### config.mk
export PLATFORM = sky130hd
export DESIGN_NAME = sfx_scheduler
export DESIGN_NICKNAME = d
export VERILOG_FILES = /design/src/rtl/sfx_pkg.sv /design/src/rtl/sfx_tick_gen.sv /design/src/rtl/sfx_scheduler.sv
export SDC_FILE = /design/constraint.sdc
export NUM_CORES = 1
export LEC_CHECK = 0
export ABC_AREA = 1
export BUFFER_PORTS_ARGS = -buffer_cell sky130_fd_sc_hd__buf_2
export CORE_MARGIN = 3
export CORE_UTILIZATION = 50
export DETAILED_ROUTE_END_ITERATION = 10
export PLACE_DENSITY_LB_ADDON = 0.3
export SYNTH_ARGS = -nofsm -noshare
export SYNTH_HDL_FRONTEND = slang
export SYNTH_HIERARCHICAL = 1
export SYNTH_SLANG_ARGS = --single-unit
### constraint.sdc
create_clock -name clk -period 1.55 [get_ports clk]
set_input_delay 0.0775 -clock clk [delete_from_list [all_inputs] [get_ports clk]]
set_output_delay 0.0775 -clock clk [all_outputs]
set_load 0.02 [all_outputs]
### src/rtl/sfx_pkg.sv
// sfx_pkg: shared FSM/effect types and default effect tables for sfx_scheduler.
package sfx_pkg;
   typedef enum logic [2:0] {IDLE, WAIT, FETCH, LATCH, PRESENT} state_t;
   typedef enum logic [1:0] {SFX_NONE = 2'b00, SFX_SHOT = 2'b01, SFX_BOOM = 2'b10} sfx_id_t;
   localparam int NUM_SFX = 2;
   localparam int DEF_BASE [NUM_SFX] = '{0, 4096};
   localparam int DEF_LEN  [NUM_SFX] = '{4000, 8000};
endpackage

### src/rtl/sfx_tick_gen.sv
// sfx_tick_gen: free-running sample-rate divider; tick pulses for one cycle after each wrap to 0.
module sfx_tick_gen #(
   parameter int TICK_DIV = 1042
) (
   input  logic clk,
   input  logic reset,
   output logic tick_o
);
   localparam int CW = $clog2(TICK_DIV);
   logic [CW-1:0] cnt_q;
   logic          tick_q;
   always_ff @(posedge clk or posedge reset)
      if (reset) begin
         cnt_q  <= '0;
         tick_q <= 1'b0;
      end else begin
         cnt_q  <= (cnt_q == CW'(TICK_DIV - 1)) ? '0 : cnt_q + 1'b1;
         tick_q <= cnt_q == CW'(TICK_DIV - 1);
      end
   assign tick_o = tick_q;
endmodule

### src/rtl/sfx_scheduler.sv
// sfx_scheduler: arbitrates two sound effects and streams one ROM sample per tick to the codec.
// Optional SFX_ATTEN_EN adds an atten input that arithmetically right-shifts fetched samples.
module sfx_scheduler
   import sfx_pkg::*;
#(
   parameter int ADDR_W    = 14,
   parameter int SAMPLE_W  = 16,
   parameter int SFX0_BASE = DEF_BASE[0],
   parameter int SFX0_LEN  = DEF_LEN[0],
   parameter int SFX1_BASE = DEF_BASE[1],
   parameter int SFX1_LEN  = DEF_LEN[1],
   parameter int TICK_DIV  = 1042
) (
   input  logic                clk,
   input  logic                reset,
   input  logic [1:0]          sfx_req,
`ifdef SFX_ATTEN_EN
   input  logic [1:0]          atten,
`endif
   output logic [ADDR_W-1:0]   rom_addr,
   output logic                rom_rd,
   input  logic [SAMPLE_W-1:0] rom_data,
   output logic [SAMPLE_W-1:0] sample_data,
   output logic                sample_valid,
   input  logic                sample_ready,
   output logic                busy,
   output logic [1:0]          active_sfx,
   output logic [7:0]          missed_ticks
);
   localparam int MAX_LEN = SFX0_LEN > SFX1_LEN ? SFX0_LEN : SFX1_LEN;
   localparam int REM_W   = $clog2(MAX_LEN + 1);
   state_t              state_q;
   sfx_id_t             active_q;
   logic [ADDR_W-1:0]   addr_q;
   logic [REM_W-1:0]    rem_q;
   logic [SAMPLE_W-1:0] sample_q, fetched;
   logic                valid_q, rd_q, busy_q;
   logic [7:0]          missed_q;
   logic [1:0]          req_q, pend_q, pend_d, trig;
   logic                tick, arb, start0, start1, start;

   sfx_tick_gen #(.TICK_DIV(TICK_DIV)) u_tick (.clk(clk), .reset(reset), .tick_o(tick));

`ifdef SFX_ATTEN_EN
   assign fetched = SAMPLE_W'($signed(rom_data) >>> atten);
`else
   assign fetched = rom_data;
`endif

   // A preempted shot is re-queued so it replays from its base once the explosion ends.
   always_comb begin
      trig   = sfx_req & ~req_q;
      arb    = state_q == IDLE || state_q == WAIT;
      start1 = arb & pend_q[1];
      start0 = arb & ~pend_q[1] & pend_q[0] & ~active_q[1];
      start  = start1 | start0;
      pend_d = (pend_q & ~{start1, start0}) | trig | {1'b0, start1 & active_q[0]};
   end

   always_ff @(posedge clk or posedge reset)
      if (reset) begin
         state_q  <= IDLE;
         active_q <= SFX_NONE;
         addr_q   <= '0;
         rem_q    <= '0;
         sample_q <= '0;
         valid_q  <= 1'b0;
         rd_q     <= 1'b0;
         busy_q   <= 1'b0;
         missed_q <= '0;
         req_q    <= '0;
         pend_q   <= '0;
      end else begin
         req_q  <= sfx_req;
         pend_q <= pend_d;
         rd_q   <= 1'b0;
         if (tick && state_q == PRESENT) missed_q <= missed_q + 8'(missed_q != 8'hff);
         if (start) begin
            active_q <= start1 ? SFX_BOOM : SFX_SHOT;
            busy_q   <= 1'b1;
            addr_q   <= start1 ? ADDR_W'(SFX1_BASE) : ADDR_W'(SFX0_BASE);
            rem_q    <= start1 ? REM_W'(SFX1_LEN) : REM_W'(SFX0_LEN);
            state_q  <= tick ? FETCH : WAIT;
            rd_q     <= tick;
         end else
            case (state_q)
               IDLE:
                  if (tick) begin
                     sample_q <= '0;
                     valid_q  <= 1'b1;
                     state_q  <= PRESENT;
                  end
               WAIT:
                  if (tick) begin
                     state_q <= FETCH;
                     rd_q    <= 1'b1;
                  end
               FETCH: state_q <= LATCH;
               LATCH: begin
                  sample_q <= fetched;
                  valid_q  <= 1'b1;
                  addr_q   <= addr_q + 1'b1;
                  rem_q    <= rem_q - 1'b1;
                  state_q  <= PRESENT;
               end
               PRESENT:
                  if (sample_ready) begin
                     valid_q <= 1'b0;
                     if (rem_q == '0) begin
                        busy_q   <= 1'b0;
                        active_q <= SFX_NONE;
                        state_q  <= (|pend_q) ? WAIT : IDLE;
                     end else
                        state_q <= WAIT;
                  end
               default: state_q <= IDLE;
            endcase
      end

   assign rom_addr     = addr_q;
   assign rom_rd       = rd_q;
   assign sample_data  = sample_q;
   assign sample_valid = valid_q;
   assign busy         = busy_q;
   assign active_sfx   = active_q;
   assign missed_ticks = missed_q;
endmodule

Word-level counts from Yosys, hierarchy flattened
Index checks and enable logic that the tools add are counted.
{"block": "word_totals", "regBits": 75, "elab_cells": 90}
{"block": "classes", "n_addsub": 4, "n_eq_ne": 11, "n_mux": 32, "bitwise_logic": 15, "reduce_logical": 15}
{"operator": "$mux W13", "n": 4}
{"operator": "$pmux W16 S2", "n": 1}
{"operator": "$mux W14", "n": 2}
{"operator": "$mux W16", "n": 1}
{"operator": "$pmux W3 S5", "n": 1}
{"operator": "$add A14 B1 Y14 const B", "n": 1}
{"operator": "$logic_not A13 Y1", "n": 1}
{"operator": "$sub A13 B1 Y13 const B", "n": 1}
{"operator": "$mux W2", "n": 6}
{"operator": "$mux W3", "n": 4}
{"operator": "$add A11 B1 Y11 const B", "n": 1}
{"operator": "$eq A11 B11 Y1 const B", "n": 1}
{"operator": "$mux W1", "n": 11}
{"operator": "$mux W11", "n": 1}
{"operator": "$reduce_bool A2 Y1", "n": 5}
{"operator": "$reduce_and A3 Y1", "n": 3}
{"operator": "$add A8 B1 Y8", "n": 1}
{"operator": "$ne A8 B8 Y1 const B", "n": 1}
{"operator": "$eq A3 B2 Y1 const B", "n": 2}
{"operator": "$ne A3 B2 Y1 const B", "n": 2}
{"operator": "$and A1 B1 Y1", "n": 5}
{"operator": "$and A2 B2 Y2", "n": 2}
{"operator": "$not A2 Y2", "n": 2}
{"operator": "$reduce_and A4 Y1", "n": 1}
{"operator": "15 further kinds", "n": 17}

Longest topological paths before layout
Gate-level depths: netlist of the first run.
{"block": "logic_depth", "word_depth": 9, "depth_mapped": 9, "mapped_depth_nobuf": 9}

Hierarchy
The synthesis of the first run kept the hierarchy.
{"mod": "sfx_scheduler", "n_inst": 1, "cells_per_inst": 379, "area_each_um2": 3051.7}
{"mod": "sfx_tick_gen", "n_inst": 1, "cells_per_inst": 75, "area_each_um2": 610.6}

Worst setup path before layout of the first run
Ideal clock, no wire load.
{"block": "synth_timing", "path_kind": "reg2reg", "from": "register missed_q[3], in the netlist missed_ticks[3]", "to": "register missed_q[6], in the netlist missed_ticks[6]", "setup_ns": 0.132, "arrival_ns": 1.453, "t_required_ns": 1.418, "path_slack_ns": -0.036, "path_stages_with_launch": 9, "path_buffers": 0, "synth_period_minus_slack_ns": 1.586, "cell_sequence": "dfrtp_1 -> nand4_1 -> nor2_1 -> nand3_1 -> ha_1 -> ha_1 -> nand2_1 -> nor2_1 -> xor2_1"}
{"block": "synth_via", "elab_chain_cells": 2}
{"item": "start: declaration", "line_no": "sfx_scheduler.sv:38", "rtl": "logic [7:0] missed_q;"}
{"item": "start signal: assignment", "line_no": "sfx_scheduler.sv:77", "rtl": "if (tick && state_q == PRESENT) missed_q <= missed_q + 8'(missed_q != 8'hff);"}
{"item": "$ne A8 B8 Y1", "line_no": "sfx_scheduler.sv:77"}
{"item": "$add A8 B1 Y8 (*)", "line_no": "sfx_scheduler.sv:77"}
Mark *: on every way between the ends. The rest lies on a longest branch, timed or not.
A chain may end at the register's enable or synchronous reset.

Worst setup path after layout of the first run
{"block": "layout_timing", "from": "register state_q[2]", "to": "register sample_q[8], in the netlist sample_data[8]"}
{"block": "layout_via", "elab_chain_cells": 8}
{"item": "start: declaration", "line_no": "sfx_scheduler.sv:32", "rtl": "state_t state_q;"}
{"item": "start signal: assignment", "line_no": "sfx_scheduler.sv:83", "rtl": "state_q <= tick ? FETCH : WAIT;"}
{"item": "start signal: assignment", "line_no": "sfx_scheduler.sv:112", "rtl": "state_q <= (|pend_q) ? WAIT : IDLE;"}
{"item": "$eq A3 B1 Y1 / $logic_not A3 Y1 (equally long branches)", "line_no": "sfx_scheduler.sv:53, sfx_scheduler.sv:86"}
{"item": "$logic_or A1 B1 Y1", "line_no": "sfx_scheduler.sv:53", "rtl": "arb = state_q == IDLE || state_q == WAIT;"}
{"item": "$and A1 B1 Y1 (3 in series)", "line_no": "sfx_scheduler.sv:55", "rtl": "start0 = arb & ~pend_q[1] & pend_q[0] & ~active_q[1];"}
{"item": "$or A1 B1 Y1", "line_no": "sfx_scheduler.sv:56", "rtl": "start = start1 | start0;"}
{"item": "$not A1 Y1 (no source line)"}
{"item": "$reduce_and A3 Y1 (no source line)"}
{"item": "end signal: assignment", "line_no": "sfx_scheduler.sv:100", "rtl": "sample_q <= fetched;"}
{"item": "end: declaration", "line_no": "sfx_scheduler.sv:36", "rtl": "logic [SAMPLE_W-1:0] sample_q, fetched;"}
Several ways; a longest one is shown, not always the timed one.

==> results.cfg, run 1 <==
[pwr]
sw_frac_of_total_pct = 39.98
max-vdd-ir-drop_mv = 0.6241
pwr-share-seq_pct = 37.0
pwr-share-clk_pct = 21.7
finalPower_w = 0.007353
combinationalPowerShare_pct = 41.4
powerDensity_nw_per_um2 = 1552
p_leak_nw = 2.495
total_switching_power_w = 0.002940
power_report.internal_total_w = 0.004414

[floorplanning]
die_boundary_height_um = 91.59
placementRows = 30
core_area_sq_um = 6944
initial_core_util_pct = 52.74
floorplan.io_pins = 64
die_outline_area_sq_um = 8388
floorplan_die_width_um = 91.59

[place]
pre_cts_ws_ns = -0.008044
gp_congestion = 0.8207
dp.final_hpwl_mm = 5.703
numPortBuffers = 63

[routing]
drcViolationCount = 0
detail_route.iter0.violations = 145
vias = 3263
viasPerCell = 4.922
dr_pass1_iterations = 4
totalWireLength_mm = 8.014
routed_wire_length_per_instance_um = 12.09
drt.antenna.violating_nets = 0

[clock_network]
path_clk_slew_ns = 0.08
cts_buffers = 9
cts.htree.levels = 3
cts_tree = yes
clock_sinks = 75
clock_latency_ns = 0.34
ctsRootBufferMaster = sky130_fd_sc_hd__clkbuf_8
clock_path_buffers = 2

[grt]
vias_in_the_first_global_route = 3029
grt_pass1_wl_mm = 13.64
antenna_found_initial = 0
maximum_number_of_pins_on_one_net_before_global_route_repair = 48
global_route_total_usage_across_every_layer_pct = 20.08
gr-total-overflow = 0

[logic_synthesis]
ys_top_cells_by_count = sky130_fd_sc_hd__nand2_1, sky130_fd_sc_hd__dfrtp_1, sky130_fd_sc_hd__nor2_1, sky130_fd_sc_hd__inv_1, sky130_fd_sc_hd__nand3_1
ys_warn_count = 6
syn_area_per_cell_sq_um = 8.067
synth_top_cell_by_area = sky130_fd_sc_hd__dfrtp_1
ys_types = 35
synthesis.area_sq_um = 3662
synth_top_area_share_pct = 51.25
yosys.cell_count.top_type = sky130_fd_sc_hd__nand2_1
synth_edf_count = 0
syn-instance-count = 454
asyncSetResetFlopFracSynth_pct = 100.0
flops_latches_synth = 75
synth_sequential_area_ratio_pct = 51.25
mappedNetlistNets = 481
postSynth.topFlopCell = sky130_fd_sc_hd__dfrtp_1
synth_top_cells_by_area = sky130_fd_sc_hd__dfrtp_1, sky130_fd_sc_hd__nand2_1, sky130_fd_sc_hd__nor2_1

[sta]
hold_violations_final = 0
report.final.setup_viol = 0
final_period_utilization_pct = 95.44
fin_crit_ns = 1.479
slew_headroom_pct = 68.51
slew_viol_final = 0
tightest_slew_ns = 0.4718
worst_slack_ns = 0.07075
finalClockSkew_ns = 0.01487
timing.fmax_ghz = 0.6760
grt_setup_unrepaired = true

[cells_and_area]
area_delta_synth_final_pct = 29.38
antennaDiodeCount = 0
nets = 589
drive_above_1_share_pct = 25.22

[setup_path]
worst-path-max-fanout = 18
cp.required_ns = 1.78
worstPathCellList = inv_2 -> buf_4 -> nand2_2 -> nand2_4 -> o21ai_4 -> nand3_4 -> nand2_1 -> nand2_1
crit_slowest_cell = sky130_fd_sc_hd__dfrtp_1
startpoint_type = flip-flop
critical_path_end_type = flip-flop
critical-path-top-cell-by-count = sky130_fd_sc_hd__nand2_1
critPathMaxStageDelay_ns = 0.37
crit_path_start = state_q[2]$_DFFE_PP0P_
criticalPathCategory = reg -> reg
cp_num_buf_inv = 2
worst_ep_arrival_time_ns = 1.71
timing.rr.start = state_q[2]$_DFFE_PP0P_
cp_top_family = simple AND/OR/NAND/NOR gates

[min_path]
worstHoldStart = sample_ready
hp-class = in -> reg

[job]
max-cap-violations = 0

[status]
run_status = completed
repair_timing:
action | in CTS | in global routing
pin swaps | 1 | 7
endpoints found under the hold margin | 46 | 0
gates resized for setup | 1 | 27
endpoints found under the setup margin | 2 | 44
buffers inserted | 0 | 8
hold buffers | 19 | 0
metrics by stage:
| stage | util, % | hold slack, ns | instances | instance area [sq um] | TNS (ns) |
|---|---|---|---|---|---|
| after floorplan | - | -0.05780 | 454 | 3671 | 0 |
| after CTS | 66.07 | 0.05965 | 655 | 4588 | 0 |
| after global placement | 60.25 | 0.1067 | 620 | 4184 | 0 |
| after detailed placement | 60.25 | 0.1198 | 620 | 4184 | -0.008044 |
| after global routing | 68.23 | 0.09382 | 663 | 4738 | -0.5214 |
| final | 68.23 | 0.06138 | 663 | 4738 | 0 |
cell type report:
type,instances,area [sq um]
clock buffers,11,131.4
clock inverters,5,77.57
fillers,556,2206
inverters,47,183.9
multi-input cells,326,1652
flip-flops and latches,75,1886
well taps,96,120.1
repair buffers,103,688.2
path summary, 6_finish.rpt:
path / end / cells past startpoint / slack [ns]
worst max-delay path: sample_data[8]$_DFFE_PP0P_ / 8 / 0.07
worst min-delay path: state_q[2]$_DFFE_PP0P_ / 4 / 0.06
worst max register to register: sample_data[8]$_DFFE_PP0P_ / 8 / 0.07
worst min register to register: pend_q[1]$_DFF_PP0_ / 1 / 0.42
max in group asynchronous: pend_q[1]$_DFF_PP0_ / 4 / 0.69
min in group asynchronous: missed_ticks[6]$_DFFE_PP0P_ / 3 / 0.29
worst reg2reg max path, delay by kind of cell, from the launching register on:
| kind | cells | cell delay [ns] |
|---|---|---|
| simple gates | 5 | 0.64 |
| compound gates | 1 | 0.16 |
| flops | 1 | 0.37 |
| buf+inv | 2 | 0.21 |
power groups by stage:
stage                     clock network [W]  logic (W)  registers, W
after floorplan                           0    0.00170       0.00297
after global placement                    0    0.00277       0.00270
after detailed placement                  0    0.00284       0.00271
after CTS                           0.00163    0.00291       0.00268
after global routing                0.00172    0.00337       0.00277
final                               0.00159    0.00304       0.00272
logic make-up (layout without fill, tap and decap cells):
group | after synthesis | in the layout | synth area share (%)
AND/OR/NAND/NOR | 278 | 278 | 32.73
XOR/XNOR | 15 | 15 | 3.587
adder cells (fa/ha/maj) | 6 | 6 | 2.050
AO/OA/AOI/OAI | 27 | 27 | 4.340
buffers and inverters | 53 | 166 | 6.047
flip-flops | 75 | 75 | 51.25
cells in the final DEF (no fill, tap or decap), types with 4 or more instances in the layout:
cell type	instances
sky130_fd_sc_hd__nand2_1	151
sky130_fd_sc_hd__dfrtp_1	68
sky130_fd_sc_hd__buf_2	63
sky130_fd_sc_hd__nor2_1	56
sky130_fd_sc_hd__inv_1	42
sky130_fd_sc_hd__nand3_1	27
sky130_fd_sc_hd__dlygate4sd3_1	19
sky130_fd_sc_hd__buf_4	19
sky130_fd_sc_hd__a21oi_1	10
sky130_fd_sc_hd__clkbuf_8	9
sky130_fd_sc_hd__nand2_2	8
sky130_fd_sc_hd__nor2_2	7
sky130_fd_sc_hd__xor2_1	7
sky130_fd_sc_hd__xnor2_1	7
sky130_fd_sc_hd__dfrtp_2	7
sky130_fd_sc_hd__nor3_1	6
sky130_fd_sc_hd__o21ai_0	6
sky130_fd_sc_hd__nand4_1	6
sky130_fd_sc_hd__o21ai_1	4
routing by layer:
| layer | part of all wire, % | wire, um | track usage [%] |
|---|---|---|---|
| met1 | 43 | 3434 | 24.92 |
| met2 | 53 | 4277 | 35.12 |
| met3 | 2.8 | 221 | 3.065 |
| met4 | 1.0 | 80 | 7.538 |
| met5 | 0 | 0 | 0 |
registers in the layout, indices dropped and copies added (netlist names):
| register | cells |
|---|---|
| rem_q | 13 |
| missed_ticks | 8 |
| u_tick/tick_o | 1 |
| active_sfx | 2 |
| pend_q | 2 |
| rom_rd | 1 |
| sample_data | 16 |
| sample_valid | 1 |
| busy | 1 |
| u_tick/cnt_q | 11 |
| req_q | 2 |
| state_q | 3 |
| rom_addr | 14 |
Power figures use the tool's default switching activity.
==> run 2, diff against run 1 <==
- ABC_AREA: 1 -> 0
==> run 2 against run 1 <==
Net effect: the flow now finishes with violations (negative setup slack); combinational power is 92% lower; global-route usage increased by 0.60 points; routed wire length increased by 7.9%; via count fell by 6.0%; highest routed layer unchanged.
==> results.cfg, run 2 <==
[sta]
timing.fmax_ghz = 0.6198
worst_slack_ns = -0.06353
final_period_utilization_pct = 104.1
slew_headroom_pct = 70.16
hold_violations_final = 0
finalClockSkew_ns = 0.008935
fin_crit_ns = 1.614
tightest_slew_ns = 0.4472
slew_viol_final = 0
grt_setup_unrepaired = true
report.final.setup_viol = 6

[logic_synthesis]
syn_area_per_cell_sq_um = 10.79
postSynth.topFlopCell = sky130_fd_sc_hd__dfrtp_1
syn-instance-count = 335
yosys.cell_count.top_type = sky130_fd_sc_hd__dfrtp_1
ys_warn_count = 6
flops_latches_synth = 75
synth_top_cells_by_area = sky130_fd_sc_hd__dfrtp_1, sky130_fd_sc_hd__a21o_1, sky130_fd_sc_hd__a22o_1
asyncSetResetFlopFracSynth_pct = 100.0
mappedNetlistNets = 362
synth_edf_count = 0
synthesis.area_sq_um = 3613
synth_top_cell_by_area = sky130_fd_sc_hd__dfrtp_1
synth_sequential_area_ratio_pct = 51.94
synth_top_area_share_pct = 51.94
ys_types = 54
ys_top_cells_by_count = sky130_fd_sc_hd__dfrtp_1, sky130_fd_sc_hd__nor2_1, sky130_fd_sc_hd__nand2_1, sky130_fd_sc_hd__a21o_1, sky130_fd_sc_hd__a22o_1

[cells_and_area]
area_taken_by_flip_flops_and_latches_sq_um = 1884
number_of_fill_cells_in_the_layout = 553
antennaDiodeCount = 0
nets = 487
area_delta_synth_final_pct = 35.32
multi_input_area_sq_um = 1778
final_common_cell = sky130_fd_sc_hd__dfrtp_1
drive_above_1_share_pct = 40.00
largest_register_ff_count = 16
most_used_cells_in_the_layout_excluding_fill_and_tap_cells = sky130_fd_sc_hd__dfrtp_1, sky130_fd_sc_hd__buf_2, sky130_fd_sc_hd__buf_4, sky130_fd_sc_hd__nor2_1
instances_no_fill = 561

[grt]
antenna_found_initial = 0
grt_pass1_wl_mm = 13.86
global_route_total_usage_across_every_layer_pct = 20.68
maximum_number_of_pins_on_one_net_before_global_route_repair = 44
vias_in_the_first_global_route = 3010
gr-total-overflow = 0

[floorplanning]
placementRows = 30
die_outline_area_sq_um = 8283
die_boundary_height_um = 91.01
core_area_sq_um = 6907
floorplan_die_width_um = 91.01
floorplan.io_pins = 64
initial_core_util_pct = 52.32

[setup_path]
startpoint_type = flip-flop
critical_path.reg2reg.endpoint = missed_ticks[1]$_DFFE_PP0P_
worst_ep_arrival_time_ns = 1.85
worst-path-max-fanout = 2
timing.rr.start = missed_ticks[4]$_DFFE_PP0P_
rrSetupSlack_ns = -0.06
criticalPathCategory = reg -> reg
reg2regPathDepth = 6
cp.required_ns = 1.78
critical_path_end_type = flip-flop

[pwr]
max-vdd-ir-drop_mv = 0.5727
finalPower_w = 0.003793
powerDensity_nw_per_um2 = 775.8
p_leak_nw = 2.496

[clock_network]
cts_buffers = 9
clock_path_buffers = 2
path_clk_slew_ns = 0.08
clock_latency_ns = 0.35
ctsRootBufferMaster = sky130_fd_sc_hd__clkbuf_8
clock_sinks = 75
cts.htree.levels = 3
cts_tree = yes

[routing]
totalWireLength_mm = 8.646
drt.antenna.violating_nets = 0
vias = 3066
routed_wire_length_per_instance_um = 15.41
dr_pass1_iterations = 4
detail_route.iter0.violations = 189
drcViolationCount = 0
viasPerCell = 5.465

[min_path]
hold-path-cell-count = 3
worstHoldStart = rom_data[5]
hold-path-endpoint = sample_data[5]$_DFFE_PP0P_
hp-class = in -> reg

[status]
failed_checks = negative setup slack
run_status = finished, violations left

[job]
max-cap-violations = 0

[place]
gp_congestion = 0.8495
numPortBuffers = 63
dp.final_hpwl_mm = 5.954
post-place-cells = 533
## run 2: layout make-up
| type | count | area share (%) |
|---|---|---|
| multi-input cells | 233 | 36.36 |
| flip-flops and latches | 75 | 38.54 |
| clock buffers | 12 | 3.173 |
| well taps | 96 | 2.456 |
| repair buffers | 127 | 17.32 |
| inverters | 14 | 1.151 |
| clock inverters | 4 | 0.9980 |
## run 2: timing repair
action | 4_1_cts | 5_1_grt
endpoints found under the setup margin | 11 | 27
hold buffers | 3 | 0
endpoints found under the hold margin | 78 | 0
buffers inserted | 2 | 6
pin swaps | 5 | 17
gates cloned | 1 | 0
resized for setup | 9 | 27
## run 2: cell families (layout without fill, tap and decap cells)
logic type,count (synthesis),count (layout),share of synthesized area [%]
flops,75,75,51.94
compound gates,78,79,16.00
xor+xnor,26,26,6.302
simple gates,116,116,18.28
mux,6,6,1.731
fa+ha+maj,6,6,2.078
buf+inv,28,157,3.670
## run 2: routing by layer
metal	share of wire, %	global-route usage [%]	up-vias
met4	1.5	8.794	0
met5	0	0	-
met1	41	25.94	1492
met2	52	34.58	90
li1	-	-	1471
met3	5.9	4.391	13
## run 2: through the flow
step / cell area [sq um] / hold WS (ns) / worst slack (ns) / setup TNS (ns) / utilization [%]
after global placement: 4428 / 0.008739 / -0.03241 / -0.04738 / 64.11
after floorplan: 3656 / -0.05780 / -0.1226 / -0.3069 / -
after detailed placement: 4428 / 0.009920 / -0.08130 / -0.3431 / 64.11
after CTS: 4715 / 0.003334 / -0.05561 / -0.1038 / 68.26
final: 4890 / 0.01793 / -0.06353 / -0.1712 / 70.80
after global routing: 4890 / 0.01371 / -0.1276 / -1.091 / 70.80
## run 2: worst max path at each step
stage	from	endpoint	slack (ns)	cells past startpoint
2_1_floorplan	missed_ticks[2]$_DFFE_PP0P_	missed_ticks[1]$_DFFE_PP0P_	-0.12	6
3_3_place_gp	missed_ticks[4]$_DFFE_PP0P_	missed_ticks[1]$_DFFE_PP0P_	-0.03	6
3_5_place_dp	missed_ticks[4]$_DFFE_PP0P_	missed_ticks[7]$_DFFE_PP0P_	-0.08	7
4_1_cts	missed_ticks[2]$_DFFE_PP0P_	missed_ticks[1]$_DFFE_PP0P_	-0.06	6
5_1_grt	missed_ticks[4]$_DFFE_PP0P_	missed_ticks[1]$_DFFE_PP0P_	-0.13	6
6_report	missed_ticks[4]$_DFFE_PP0P_	missed_ticks[1]$_DFFE_PP0P_	-0.06	6
## run 2: power breakdown
group,internal [W],switching [W]
clock,0.000830,0.000716
sequential,0.00198,0.0000290
combinational,0.000103,0.000134
total,0.00291,0.000879
## run 2: critical path, stage by stage (launching register included)
cell and delay, ns:
sky130_fd_sc_hd__dfrtp_2 0.36, sky130_fd_sc_hd__and3_4 0.18, sky130_fd_sc_hd__and3_4 0.19, sky130_fd_sc_hd__nand4_1 0.10, sky130_fd_sc_hd__ha_2 0.21, sky130_fd_sc_hd__ha_4 0.21, sky130_fd_sc_hd__mux2_4 0.25
==> run 3, diff against run 2 <==
- BUFFER_PORTS_ARGS: -buffer_cell sky130_fd_sc_hd__buf_2 -> default
- CORE_UTILIZATION: 50 -> 55
- DONT_BUFFER_PORTS: default -> 1
- REMOVE_ABC_BUFFERS: default -> 1
==> run 3 against run 2 <==
Net effect: the run still ends with negative setup slack left; cell count is 9.8% lower; clock power is 14% lower; routed wire length is 3.4% higher; global-route usage is 3.0 points higher; hold slack better by 0.14 ns; via count is 0.78% lower; first-iteration DRC count is 26% higher; critical path depth stayed put; non-clock buffer count is 33 lower; critical path type unchanged; largest cell class unchanged; largest power group unchanged.
==> results.cfg, run 3 (synthesis gave the netlist of run 2 again) <==
[status]
run_status = finished, violations left
failed_checks = negative setup slack

[sta]
final_period_utilization_pct = 104.9
slew_viol_final = 0
hold_violations_final = 0
finalClockSkew_ns = 0.01188
slew_headroom_pct = 69.12
grt_setup_unrepaired = true
tightest_slew_ns = 0.4627
worst_slack_ns = -0.07595
report.final.setup_viol = 9
fin_crit_ns = 1.626
timing.fmax_ghz = 0.6150

[job]
max-cap-violations = 0

[floorplanning]
die_boundary_height_um = 87.06
die_outline_area_sq_um = 7579
floorplan.io_pins = 64
floorplan_die_width_um = 87.06
initial_core_util_pct = 58.94
core_area_sq_um = 6131
placementRows = 28

[cells_and_area]
most_used_cells_in_the_layout_excluding_fill_and_tap_cells = sky130_fd_sc_hd__dfrtp_1, sky130_fd_sc_hd__buf_4, sky130_fd_sc_hd__nor2_1, sky130_fd_sc_hd__nand2_1, sky130_fd_sc_hd__dlygate4sd3_1
drive_above_1_share_pct = 29.23
nets = 453
antennaDiodeCount = 0
finish.utilization_pct = 77.29
area_delta_synth_final_pct = 31.13
instances_no_fill = 506
final_common_cell = sky130_fd_sc_hd__dfrtp_1
largest_register_ff_count = 16

[grt]
antenna_found_initial = 0
gr-total-overflow = 0
grt_pass1_wl_mm = 14.01
maximum_number_of_pins_on_one_net_before_global_route_repair = 64
vias_in_the_first_global_route = 2995
global_route.peak_usage_layer = met2
met3_resource_use_gr_pct = 5.014
global_route_total_usage_across_every_layer_pct = 23.64
grtUsageMet1_pct = 29.97
met2_usage_pct = 39.13

[routing]
vias = 3042
routed_wire_length_per_instance_um = 17.67
drcViolationCount = 0
totalWireLength_mm = 8.942
viasPerCell = 6.012
drt.antenna.violating_nets = 0
dr_pass1_iterations = 5
detail_route.iter0.violations = 239

[setup_path]
rrSetupSlack_ns = -0.08
worst-path-max-fanout = 2
criticalPathCategory = reg -> reg
timing.rr.start = missed_ticks[4]$_DFFE_PP0P_
reg2regPathDepth = 6
worstSetupEndpoint = missed_ticks[1]$_DFFE_PP0P_
critical_path_end_type = flip-flop
cp.required_ns = 1.78
startpoint_type = flip-flop
crit_path_start = missed_ticks[4]$_DFFE_PP0P_
critical_path.reg2reg.endpoint = missed_ticks[1]$_DFFE_PP0P_
worst_ep_arrival_time_ns = 1.86

[min_path]
hp-class = in -> reg

[clock_network]
cts_tree = yes
cts.htree.levels = 3
path_clk_slew_ns = 0.08
ctsRootBufferMaster = sky130_fd_sc_hd__clkbuf_8
clock_path_buffers = 2
clock_latency_ns = 0.35
cts_buffers = 9
clock_sinks = 75

[place]
dp.final_hpwl_mm = 5.597
numPortBuffers = 0
gp_congestion = 0.8840
post-place-cells = 459

[pwr]
powerDensity_nw_per_um2 = 760.4
max-vdd-ir-drop_mv = 0.5678
p_leak_nw = 2.301
## run 3: cell types whose count changed in the layout (fill, tap and decap cells not counted), sizes merged
cell,change
buf,-50
dlygate4sd3,+17
inv,+2
a221o,-1
bufinv,-1
clkbuf,-1
clkinv,-1
clkinvlp,+1
## run 3: timing repair
| action | in CTS | in global routing |
|---|---|---|
| hold endpoints to repair | 100 | 0 |
| setup endpoints to repair | 10 | 23 |
| buffers inserted | 5 | 6 |
| resized for setup | 11 | 23 |
| pin swaps | 5 | 10 |
| hold buffers | 20 | 0 |
## run 3: worst max-delay path, cell delays in order, from the launching register on
cell and delay, ns:
sky130_fd_sc_hd__dfrtp_1 0.38, sky130_fd_sc_hd__and3_4 0.20, sky130_fd_sc_hd__and3_4 0.18, sky130_fd_sc_hd__nand4_1 0.09, sky130_fd_sc_hd__ha_2 0.22, sky130_fd_sc_hd__ha_4 0.21, sky130_fd_sc_hd__mux2_4 0.25
## run 3: final cells by class
class,count,area (sq um)
timing repair buffer,94,795.8
tap,75,93.84
inverter,14,52.55
clock inverter,5,37.54
fill,367,1393
sequential,75,1878
clock buffer,11,141.4
multi-input combinational,232,1739
## run 3: metrics by stage
step           total power, W  cell area, sq um  setup WS (ns)  hold WS [ns]  TNS (ns)
2_1_floorplan        0.002145              3533        -0.5941      -0.05780    -20.94
3_5_place_dp         0.002205              4125        -0.1037    -0.0006956   -0.3820
3_3_place_gp         0.002197              4125       -0.03110      -0.01187  -0.04546
6_report             0.003603              4738       -0.07595        0.1569   -0.2578
5_1_grt              0.003732              4738        -0.1042        0.1795   -0.7589
4_1_cts              0.003615              4599       -0.01936        0.1358  -0.03772
## run 3: worst min path at each step
stage                 startpoint                        end  cells past startpoint
floorplan                  reset  u_tick/cnt_q[0]$_DFF_PP0_                      1
global placement           reset  u_tick/cnt_q[0]$_DFF_PP0_                      1
detailed placement         reset  u_tick/cnt_q[0]$_DFF_PP0_                      1
CTS                 sample_ready     state_q[0]$_DFFE_PP0P_                      4
global route        sample_ready     state_q[0]$_DFFE_PP0P_                      4
finish              sample_ready     state_q[0]$_DFFE_PP0P_                      4
## run 3: power breakdown
group	internal, W	leakage, nW	total [W]	switching [W]
Combinational	0.000112	1.24	0.000244	0.000131
Clock	0.000630	0.0859	0.00134	0.000711
Sequential	0.00198	0.975	0.00202	0.0000371
Total	0.00272	2.30	0.00360	0.000880
## run 3: per-layer routing
metal,share of wire [%],vias to the layer above
li1,-,1397
met1,41,1514
met2,51,110
met3,6.2,21
met4,2.0,0
met5,0,-
